**src/rtl/led_seq_pkg.sv**
```systemverilog
// Shared types and constants for the LED mode sequencer.
// Holds the display-mode enum and small pure helpers used by the top level.
package led_seq_pkg;

   localparam int LED_W     = 6;
   localparam int SCAN_LAST = 5;
   localparam int DUTY_MAX  = 63;

   typedef enum logic [1:0] {
      MODE_BINARY  = 2'd0,
      MODE_SCAN    = 2'd1,
      MODE_BREATHE = 2'd2,
      MODE_GRAY    = 2'd3
   } mode_t;

   function automatic mode_t next_mode(input mode_t m);
      case (m)
         MODE_BINARY:  next_mode = MODE_SCAN;
         MODE_SCAN:    next_mode = MODE_BREATHE;
         MODE_BREATHE: next_mode = MODE_GRAY;
         default:      next_mode = MODE_BINARY;
      endcase
   endfunction

   function automatic logic [LED_W-1:0] bin_to_gray(input logic [LED_W-1:0] b);
      bin_to_gray = b ^ (b >> 1);
   endfunction

endpackage

```
**src/rtl/key_debounce.sv**
```systemverilog
// Push-button conditioner: 2-FF synchronizer, run-length debouncer and a
// one-cycle press pulse on each accepted rising level.
module key_debounce #(
   parameter int DEBOUNCE_CYC = 270_000
) (
   input  logic clk,
   input  logic rstn,
   input  logic key_i,
   output logic press_o
);

   localparam int CW = (DEBOUNCE_CYC > 1) ? $clog2(DEBOUNCE_CYC) : 1;
   localparam logic [CW-1:0] CNT_LAST = CW'(DEBOUNCE_CYC - 1);

   logic          sync1_q, sync2_q;
   logic          stable_q, stable_d;
   logic          armed_q, armed_d;
   logic          press_q, press_d;
   logic [CW-1:0] cnt_q, cnt_d;

   // Debounce counter, release-arming and press detection
   always_comb begin
      stable_d = stable_q;
      cnt_d    = {CW{1'b0}};
      if (sync2_q != stable_q) begin
         if (cnt_q == CNT_LAST) begin
            stable_d = sync2_q;
            cnt_d    = {CW{1'b0}};
         end else begin
            cnt_d = cnt_q + CW'(1);
         end
      end else begin
         cnt_d = {CW{1'b0}};
      end
      // a key held through reset must be seen released before it can fire
      armed_d = armed_q | ~sync2_q;
      press_d = stable_d & ~stable_q & armed_q;
   end

   // Synchronizer (resets to "pressed" so a held key never looks like a new press) and state
   always_ff @(posedge clk or negedge rstn) begin
      if (!rstn) begin
         sync1_q  <= 1'b1;
         sync2_q  <= 1'b1;
         stable_q <= 1'b0;
         cnt_q    <= {CW{1'b0}};
         armed_q  <= 1'b0;
         press_q  <= 1'b0;
      end else begin
         sync1_q  <= key_i;
         sync2_q  <= sync1_q;
         stable_q <= stable_d;
         cnt_q    <= cnt_d;
         armed_q  <= armed_d;
         press_q  <= press_d;
      end
   end

   assign press_o = press_q;

endmodule

```
**src/rtl/led_mode_sequencer.sv**
```systemverilog
// Six-LED sequencer: two debounced keys select mode and run/pause; a prescaled
// tick advances binary/scan/breathe/Gray patterns onto a registered LED bus.
module led_mode_sequencer
   import led_seq_pkg::*;
#(
   parameter int DEBOUNCE_CYC = 270_000,
   parameter int TICK_DIV     = 1_048_576
) (
   input  logic             clk,
   input  logic             rstn,
   input  logic             key_mode_i,
   input  logic             key_run_i,
   output logic [LED_W-1:0] led_o,
   output logic [1:0]       mode_o,
   output logic             running_o
);

   localparam int TW = $clog2(TICK_DIV);
   localparam logic [TW-1:0] TICK_LAST = TW'(TICK_DIV - 1);

   logic             mode_press_s, run_press_s, tick_s;
   logic [TW-1:0]    tdiv_q, tdiv_d;
   mode_t            mode_q, mode_d;
   logic             running_q, running_d;
   logic [LED_W-1:0] cnt_q, cnt_d;
   logic [2:0]       pos_q, pos_d;
   logic             dir_q, dir_d;
   logic [5:0]       duty_q, duty_d;
   logic [5:0]       pwm_q, pwm_d;
   logic [LED_W-1:0] led_q, led_d;

   key_debounce #(.DEBOUNCE_CYC(DEBOUNCE_CYC)) u_key_mode (
      .clk(clk), .rstn(rstn), .key_i(key_mode_i), .press_o(mode_press_s)
   );

   key_debounce #(.DEBOUNCE_CYC(DEBOUNCE_CYC)) u_key_run (
      .clk(clk), .rstn(rstn), .key_i(key_run_i), .press_o(run_press_s)
   );

   // Tick divider, mode/run control and pattern next-state
   always_comb begin
      tick_s    = running_q && (tdiv_q == TICK_LAST);
      tdiv_d    = tdiv_q;
      running_d = running_q ^ run_press_s;
      mode_d    = mode_press_s ? next_mode(mode_q) : mode_q;
      cnt_d     = cnt_q;
      pos_d     = pos_q;
      dir_d     = dir_q;
      duty_d    = duty_q;
      pwm_d     = pwm_q + 6'd1;

      if (running_q) begin
         tdiv_d = tick_s ? {TW{1'b0}} : tdiv_q + TW'(1);
      end else begin
         tdiv_d = tdiv_q;
      end

      if (tick_s && (mode_q == MODE_BINARY || mode_q == MODE_GRAY)) begin
         cnt_d = cnt_q + 6'd1;
      end else begin
         cnt_d = cnt_q;
      end

      // a mode change restarts the bounce even if a tick lands in the same cycle
      if (mode_press_s) begin
         pos_d  = 3'd0;
         dir_d  = 1'b0;
         duty_d = 6'd0;
      end else if (tick_s) begin
         case (mode_q)
            MODE_SCAN: begin
               if (dir_q) begin
                  pos_d = pos_q - 3'd1;
                  dir_d = (pos_q == 3'd1) ? 1'b0 : 1'b1;
               end else begin
                  pos_d = pos_q + 3'd1;
                  dir_d = (pos_q == 3'(SCAN_LAST - 1)) ? 1'b1 : 1'b0;
               end
            end
            MODE_BREATHE: begin
               if (dir_q) begin
                  duty_d = duty_q - 6'd1;
                  dir_d  = (duty_q == 6'd1) ? 1'b0 : 1'b1;
               end else begin
                  duty_d = duty_q + 6'd1;
                  dir_d  = (duty_q == 6'(DUTY_MAX - 1)) ? 1'b1 : 1'b0;
               end
            end
            default: begin
               pos_d  = pos_q;
               duty_d = duty_q;
            end
         endcase
      end else begin
         pos_d  = pos_q;
         duty_d = duty_q;
      end

      case (mode_q)
         MODE_BINARY:  led_d = cnt_q;
         MODE_SCAN:    led_d = 6'd1 << pos_q;
         MODE_BREATHE: led_d = {LED_W{pwm_q < duty_q}};
         MODE_GRAY:    led_d = bin_to_gray(cnt_q);
         default:      led_d = 6'd0;
      endcase
   end

   // State and output registers
   always_ff @(posedge clk or negedge rstn) begin
      if (!rstn) begin
         tdiv_q    <= {TW{1'b0}};
         mode_q    <= MODE_BINARY;
         running_q <= 1'b1;
         cnt_q     <= 6'd0;
         pos_q     <= 3'd0;
         dir_q     <= 1'b0;
         duty_q    <= 6'd0;
         pwm_q     <= 6'd0;
         led_q     <= 6'd0;
      end else begin
         tdiv_q    <= tdiv_d;
         mode_q    <= mode_d;
         running_q <= running_d;
         cnt_q     <= cnt_d;
         pos_q     <= pos_d;
         dir_q     <= dir_d;
         duty_q    <= duty_d;
         pwm_q     <= pwm_d;
         led_q     <= led_d;
      end
   end

   assign led_o     = led_q;
   assign mode_o    = mode_q;
   assign running_o = running_q;

endmodule

```
**config.mk**
```make
export PLATFORM = sky130hd
export DESIGN_NAME = led_mode_sequencer
export DESIGN_NICKNAME = d
export VERILOG_FILES = /design/src/rtl/led_seq_pkg.sv /design/src/rtl/key_debounce.sv /design/src/rtl/led_mode_sequencer.sv
export SDC_FILE = /design/constraint.sdc
export NUM_CORES = 1
export LEC_CHECK = 0
export BUFFER_PORTS_ARGS = -buffer_cell sky130_fd_sc_hd__buf_2
export CAP_MARGIN = 40
export CORE_MARGIN = 3
export CORE_UTILIZATION = 53
export CTS_BUF_LIST = sky130_fd_sc_hd__clkbuf_16
export CTS_CLUSTER_SIZE = 20
export DETAILED_ROUTE_END_ITERATION = 7
export HOLD_SLACK_MARGIN = 0.06
export PLACE_DENSITY = 0.76
export SLEW_MARGIN = 20
export SYNTH_ARGS = -nofsm -noshare
export SYNTH_HDL_FRONTEND = slang
export SYNTH_SLANG_ARGS = --single-unit
```
**constraint.sdc**
```tcl
create_clock -name clk -period 5.9 [get_ports clk]
set_input_delay 0.885 -clock clk [delete_from_list [all_inputs] [get_ports clk]]
set_output_delay 0.885 -clock clk [all_outputs]
set_load 0.01 [all_outputs]
```
# Word-level counts from Yosys, hierarchy flattened
# Cells that the tools add are included.
[classes]
n_eq_ne = 12
addsub = 9
n_reduce_logical = 11
n_lt_le_gt_ge = 1
n_shift = 1
n_mux = 28
n_bitwise = 12
[op_table]
columns = ["operator", "count"]
rows = [
  ["2-to-1 mux 19 bit", 4],
  ["adder 19 x 1 -> 19 bit (second input constant)", 2],
  ["equality test 19 bit (second input constant)", 2],
  ["2-to-1 mux 6 bit", 4],
  ["one-hot mux 6 bit (4 select lines)", 1],
  ["adder 20 x 1 -> 20 bit (second input constant)", 1],
  ["equality test 20 bit (second input constant)", 1],
  ["2-to-1 mux 20 bit", 1],
  ["adder 6 x 1 -> 6 bit (second input constant)", 3],
  ["2-to-1 mux 1 bit", 12],
  ["2-to-1 mux 3 bit", 4],
  ["equality test 6 x 1 -> 1 bit (second input constant)", 1],
  ["equality test 6 bit (second input constant)", 1],
  ["< comparator 6 bit", 1],
  ["one-hot mux 2 bit (3 select lines)", 1],
  ["AND reduction 2 bit", 3],
  ["nonzero test 2 bit", 3],
  ["<< shifter 1 x 3 -> 6 bit (first input constant)", 1],
  ["subtractor 6 x 1 -> 6 bit (second input constant)", 1],
  ["XOR 6 x 5 -> 6 bit", 1],
  ["AND 1 bit", 4],
  ["equality test 2 bit (second input constant)", 2],
  ["inverter 1 bit", 4],
  ["adder 3 x 1 -> 3 bit (second input constant)", 1],
  ["12 further kinds", 15],
]
[totals]
output_inout_bits = 9
regBits = 99
in_bits = 4

# Depth between registers and ports, before layout
[logic_depth]
word_depth = 6
depth_mapped = 8
ltp_nobuf = 6

# Modules after synthesis
# Synthesis repeated with hierarchy kept, for this count alone.
[hier_totals]
hier_cells = 509
hier_area_um2 = 5280.1
[by_module_without_submodules]
columns = ["module", "cells_per_inst", "area_each_um2", "instances", "seq_area_each_um2"]
rows = [
  ["led_mode_sequencer", 291, 2990.4, 1, 1277.5],
  ["key_debounce", 109, 1144.8, 2, 603.1],
]

# Worst setup path after synthesis
# No wires, ideal clock.
[synth_timing]
kind = "register to register"
startpoint = "reg running_q, in the netlist running_o"
endpoint = "reg duty_q[4]"
t_arrival_ns = 2.233
required_time_ns = 5.775
path_slack_ns = 3.542
stages_incl_launch_ff = 8
synth_period_minus_slack_ns = 2.358
n_path_buf = 3
path_cell_list = "dfstp_2 -> buf_2 -> nand2_1 -> or4_4 -> buf_6 -> buf_6 -> nor4_4 -> mux2_2"
[synth_via]
elab_chain_len = 3
[synth_lines]
columns = ["element", "line_no", "rtl"]
rows = [
  ["from (decl)", "led_mode_sequencer.sv:24", "logic running_q, running_d;"],
  ["from (signal assigned)", "led_mode_sequencer.sv:123", "running_q <= running_d;"],
  ["logical AND 1 bit", "led_mode_sequencer.sv:42", "tick_s = running_q && (tdiv_q == TICK_LAST);"],
  ["nonzero test 2 bit (no line)", "--", ""],
  ["AND reduction 2 bit (no line)", "--", ""],
  ["to (signal assigned)", "led_mode_sequencer.sv:127", "duty_q <= duty_d;"],
  ["to (decl)", "led_mode_sequencer.sv:28", "logic [5:0] duty_q, duty_d;"],
]
# No other way between the ends.
# A chain may end at the register's enable or synchronous reset.

# Worst setup path in the final report
[layout_timing]
startpoint = "reg running_q, in the netlist running_o"
endpoint = "reg duty_q[5]"
# Same word-level chain as after synthesis.

==> tab_implementation.tex <==
\begin{tabular}{lr}
\hline
Metric & Value \\
\hline
\multicolumn{2}{l}{\textbf{Outcome}} \\
\quad Outcome & finished, final reports clean \\
\multicolumn{2}{l}{\textbf{Floorplan}} \\
\quad Die footprint & 0.01108 mm2 \\
\quad Total I/O pin count & 13 \\
\quad Effective utilization at floorplan & 0.5547 \\
\quad \# rows & 35 \\
\quad Total core area & 0.009415 mm2 \\
\quad Floorplan die width & 105.3 um \\
\quad Y dimension of the die & 105.3 um \\
\multicolumn{2}{l}{\textbf{Logic synthesis}} \\
\quad Xor and xnor fraction of the mapped netlist area & 0.09056 \\
\quad Share of the synthesized area in compound gates (AO/OA/AOI/OAI) & 0.08601 \\
\quad Largest family of logic cells by synthesized area & simple AND/OR/NAND/NOR gates \\
\quad Most common cell in the synthesized netlist & dfrtp\_1 \\
\quad Dominant synthesized flop cell & dfrtp\_1 \\
\quad Sequential element share of the synthesized area & 0.4756 \\
\quad Number of unique standard cell types used by synthesis & 51 \\
\quad Leading post-synthesis cells by cell area & dfrtp\_1, ha\_1, xor2\_1, nor2\_1, nand3\_1 \\
\quad Cells after Synth & 507 \\
\quad Async set or reset register ratio after synthesis & 1.000 \\
\quad Leading cell types by count after synthesis & dfrtp\_1, nor2\_1, xor2\_1 \\
\quad Post-synth design cell area & 0.005223 mm2 \\
\quad Synthesized-area fraction occupied by adder cells & 0.06469 \\
\quad Post-synthesis sequential element count & 99 \\
\quad Portion of netlist area occupied by mux cells & 0.01701 \\
\quad Number of synthesized flops with an enable pin & 0 \\
\quad Net count after synthesis & 538 \\
\quad Post-synthesis simple-gate area fraction & 0.2326 \\
\quad Yosys top cell by area & dfrtp\_1 \\
\quad Yosys warns & 0 \\
\quad Post-synthesis area per instance & 10.30 um2 \\
\quad Area share of the largest cell type after synthesis & 0.4504 \\
\multicolumn{2}{l}{\textbf{Setup path}} \\
\quad Critical-path maximum fanout & 27 \\
\quad Critical register-to-register path startpoint & running\_o\$\_DFF\_PN1\_ \\
\quad Category of cells accounting for the largest share of critical-path delay & simple AND/OR/NAND/NOR gates \\
\quad Kind of launch point of the worst setup path & flip-flop \\
\quad Crit path DAT & 2600 ps \\
\quad Setup CP Type & reg -> reg \\
\quad CP cell instances & nand2\_1 > or4\_4 > nor4\_1 > mux2\_2 \\
\quad Origin of the worst setup path & running\_o\$\_DFF\_PN1\_ \\
\quad CP endpoint kind & flip-flop \\
\quad Cell with the biggest individual delay on the critical path & or4\_4 \\
\quad Peak per-stage delay on the critical path & 760 ps \\
\quad Endpoint required time on the critical path & 6130 ps \\
\quad Buffers \& Inverters on Critical Path & 0 \\
\multicolumn{2}{l}{\textbf{Timing}} \\
\quad Post-route clock skew & 6.781 ps \\
\quad Unrepaired setup endpoints after global routing & no \\
\quad Tightest slew margin relative to the limit & 0.5219 \\
\quad Number of pins exceeding their max-slew limit in the final report & 0 \\
\quad Final setup TNS & 0 ps \\
\quad Part of the cycle the worst path needs & 0.4020 \\
\quad Minimum clock period & 2372 ps \\
\quad Setup violations, final & 0 \\
\quad Final Hold Violating Endpoints & 0 \\
\quad Top achievable clock speed & 0.4216 GHz \\
\quad Slew at the pin closest to its max-slew limit & 710.6 ps \\
\quad Worst setup margin & 3528 ps \\
\multicolumn{2}{l}{\textbf{Routing}} \\
\quad Drt initial violations & 204 \\
\quad Residual antenna-violating net count after detailed routing & 0 \\
\quad Vias & 3716 \\
\quad Routed WL per cell & 15.10 um \\
\quad Detail-routed via count per cell & 5.735 \\
\quad DRC & 0 \\
\quad Total length of routed wires & 9784 um \\
\quad Drt pass-1 iters & 4 \\
\multicolumn{2}{l}{\textbf{Cells and area}} \\
\quad Final std cell area, no fill & 0.005683 mm2 \\
\quad Fill count & 773 \\
\quad Net count reported at finish & 545 \\
\quad Area growth syn-to-layout & 8.816\% \\
\quad Seq. cell area & 0.002484 mm2 \\
\quad Post-layout util & 0.6036 \\
\quad Antenna diode count & 0 \\
\quad Combined area of the multi-input logic cells & 0.002564 mm2 \\
\quad Share of cells above drive strength 1 & 0.1079 \\
\multicolumn{2}{l}{\textbf{Placement}} \\
\quad Placer's final routability congestion estimate & 0.8085 \\
\quad Pre-CTS worst setup slack & 3524 ps \\
\quad DP HPWL & 6747 um \\
\quad Placement Cell Area & 0.005396 mm2 \\
\quad Count of input and output buffers & 12 \\
\multicolumn{2}{l}{\textbf{Clock tree}} \\
\quad CTS tree & yes \\
\quad Clock Sinks & 99 \\
\quad Hold-fix buffers, CTS & 0 \\
\quad Maximum level of the CTS H-tree & 3 \\
\quad Number of buffers inserted to repair setup after CTS & 0 \\
\quad Clock latency reported for the late side of the worst-skew pair & 340 ps \\
\quad Clock tree root driver cell & clkbuf\_16 \\
\quad TritonCTS Buffers & 9 \\
\quad Total of cells resized after clock tree synthesis & 0 \\
\quad Clock slew at the register clock pins of the worst setup and hold paths & 70 ps \\
\quad Largest buffer count on any clock path & 2 \\
\multicolumn{2}{l}{\textbf{Global routing}} \\
\quad Most congested layer reported by global routing & met2 \\
\quad Global router's overall resource usage & 0.1859 \\
\quad First-pass GRT wire length & 17010 um \\
\quad Global-route track usage on met2 & 0.3065 \\
\quad Global-route met1 utilization & 0.2452 \\
\quad Global routing met3 resource utilization & 0.03980 \\
\quad Largest net degree at the start of global routing & 41 \\
\quad Initial antenna violation count & 0 \\
\quad Overflow left after global routing & 0 \\
\quad Via count of the first global-routing pass & 3665 \\
\multicolumn{2}{l}{\textbf{Min path}} \\
\quad Class of the most critical hold timing path & reg -> reg \\
\quad Start point of the worst min-delay path & u\_key\_mode.sync1\_q\$\_DFF\_PN1\_ \\
\multicolumn{2}{l}{\textbf{Run}} \\
\quad Max Cap Violations & 0 \\
\multicolumn{2}{l}{\textbf{Pwr}} \\
\quad Worst vdd ir & 0.2226 mV \\
\quad Power consumption & 1.280 mW \\
\quad Leakage power summed over all cells & 2.545 nW \\
\quad Power per cell area & 225.3 mW/mm2 \\
\hline
\end{tabular}
## worst paths after layout
path	cells after the start	slack, ps	end
worst max register to register	4	3530	duty_q[5]$_DFFE_PN0P_
worst max-delay path	4	3530	duty_q[5]$_DFFE_PN0P_
min in group asynchronous	1	460	cnt_q[1]$_DFFE_PN0P_
worst min-delay path	0	360	u_key_mode.sync2_q$_DFF_PN1_
worst min register to register	0	360	u_key_mode.sync2_q$_DFF_PN1_
max in group asynchronous	3	4410	u_key_run.sync2_q$_DFF_PN1_
## final cells by class
type                            count  share of cell area
Timing Repair Buffer               16             0.01849
Clock buffer                        9             0.03963
Tap cell                          129             0.02840
Inverter                           22             0.01453
Sequential cell                    99              0.4370
Clock inverter                      7             0.01079
Multi-Input combinational cell    366              0.4511
## state kept, by name (all words and copies together), names as in the netlist, 2 cells and up
name and flops:
cnt_q 6, pwm_q 6, led_o 6, tdiv_q 20, u_key_run.cnt_q 19, pos_q 3
mode_o 2, duty_q 6, u_key_mode.cnt_q 19
## power breakdown
part / switching [mW] / leakage, nW / internal (mW)
Clock: 0.240 / 0.146 / 0.324
Sequential: 0.00401 / 1.34 / 0.685
Combinational: 0.0205 / 1.06 / 0.00746
Total: 0.265 / 2.55 / 1.02
## layer usage
layer | wire length (um) | share of wire
met2 | 4782 | 0.49
met4 | 109 | 0.011
met5 | 0 | 0
met1 | 4596 | 0.47
met3 | 296 | 0.030
## cells in the final DEF, fill, tap and decap left out, types with 12 or more instances in the layout
cell and instances:
nand2_1 20, nand3_1 32, a21oi_1 23, xnor2_1 16
nor2_1 52, ha_1 27, xor2_1 38, o21ai_0 16
and4_1 12, dfrtp_1 94, inv_1 23, nand4_1 17
## stage by stage
step / instances / hold slack, ps
2_1_floorplan: 507 / 345.2
3_3_place_gp: 631 / 347.1
3_5_place_dp: 632 / 352.2
4_1_cts: 648 / 361.4
5_1_grt: 648 / 366.2
6_report: 648 / 359.1
## kinds of logic after synthesis
logic type | after synthesis
XOR/XNOR | 54
AND/OR/NAND/NOR | 207
adder cells (fa/ha/maj) | 27
AO/OA/AOI/OAI | 70
multiplexers | 8
flip-flops | 99
buffers and inverters | 42
Power figures use the tool's default switching activity.
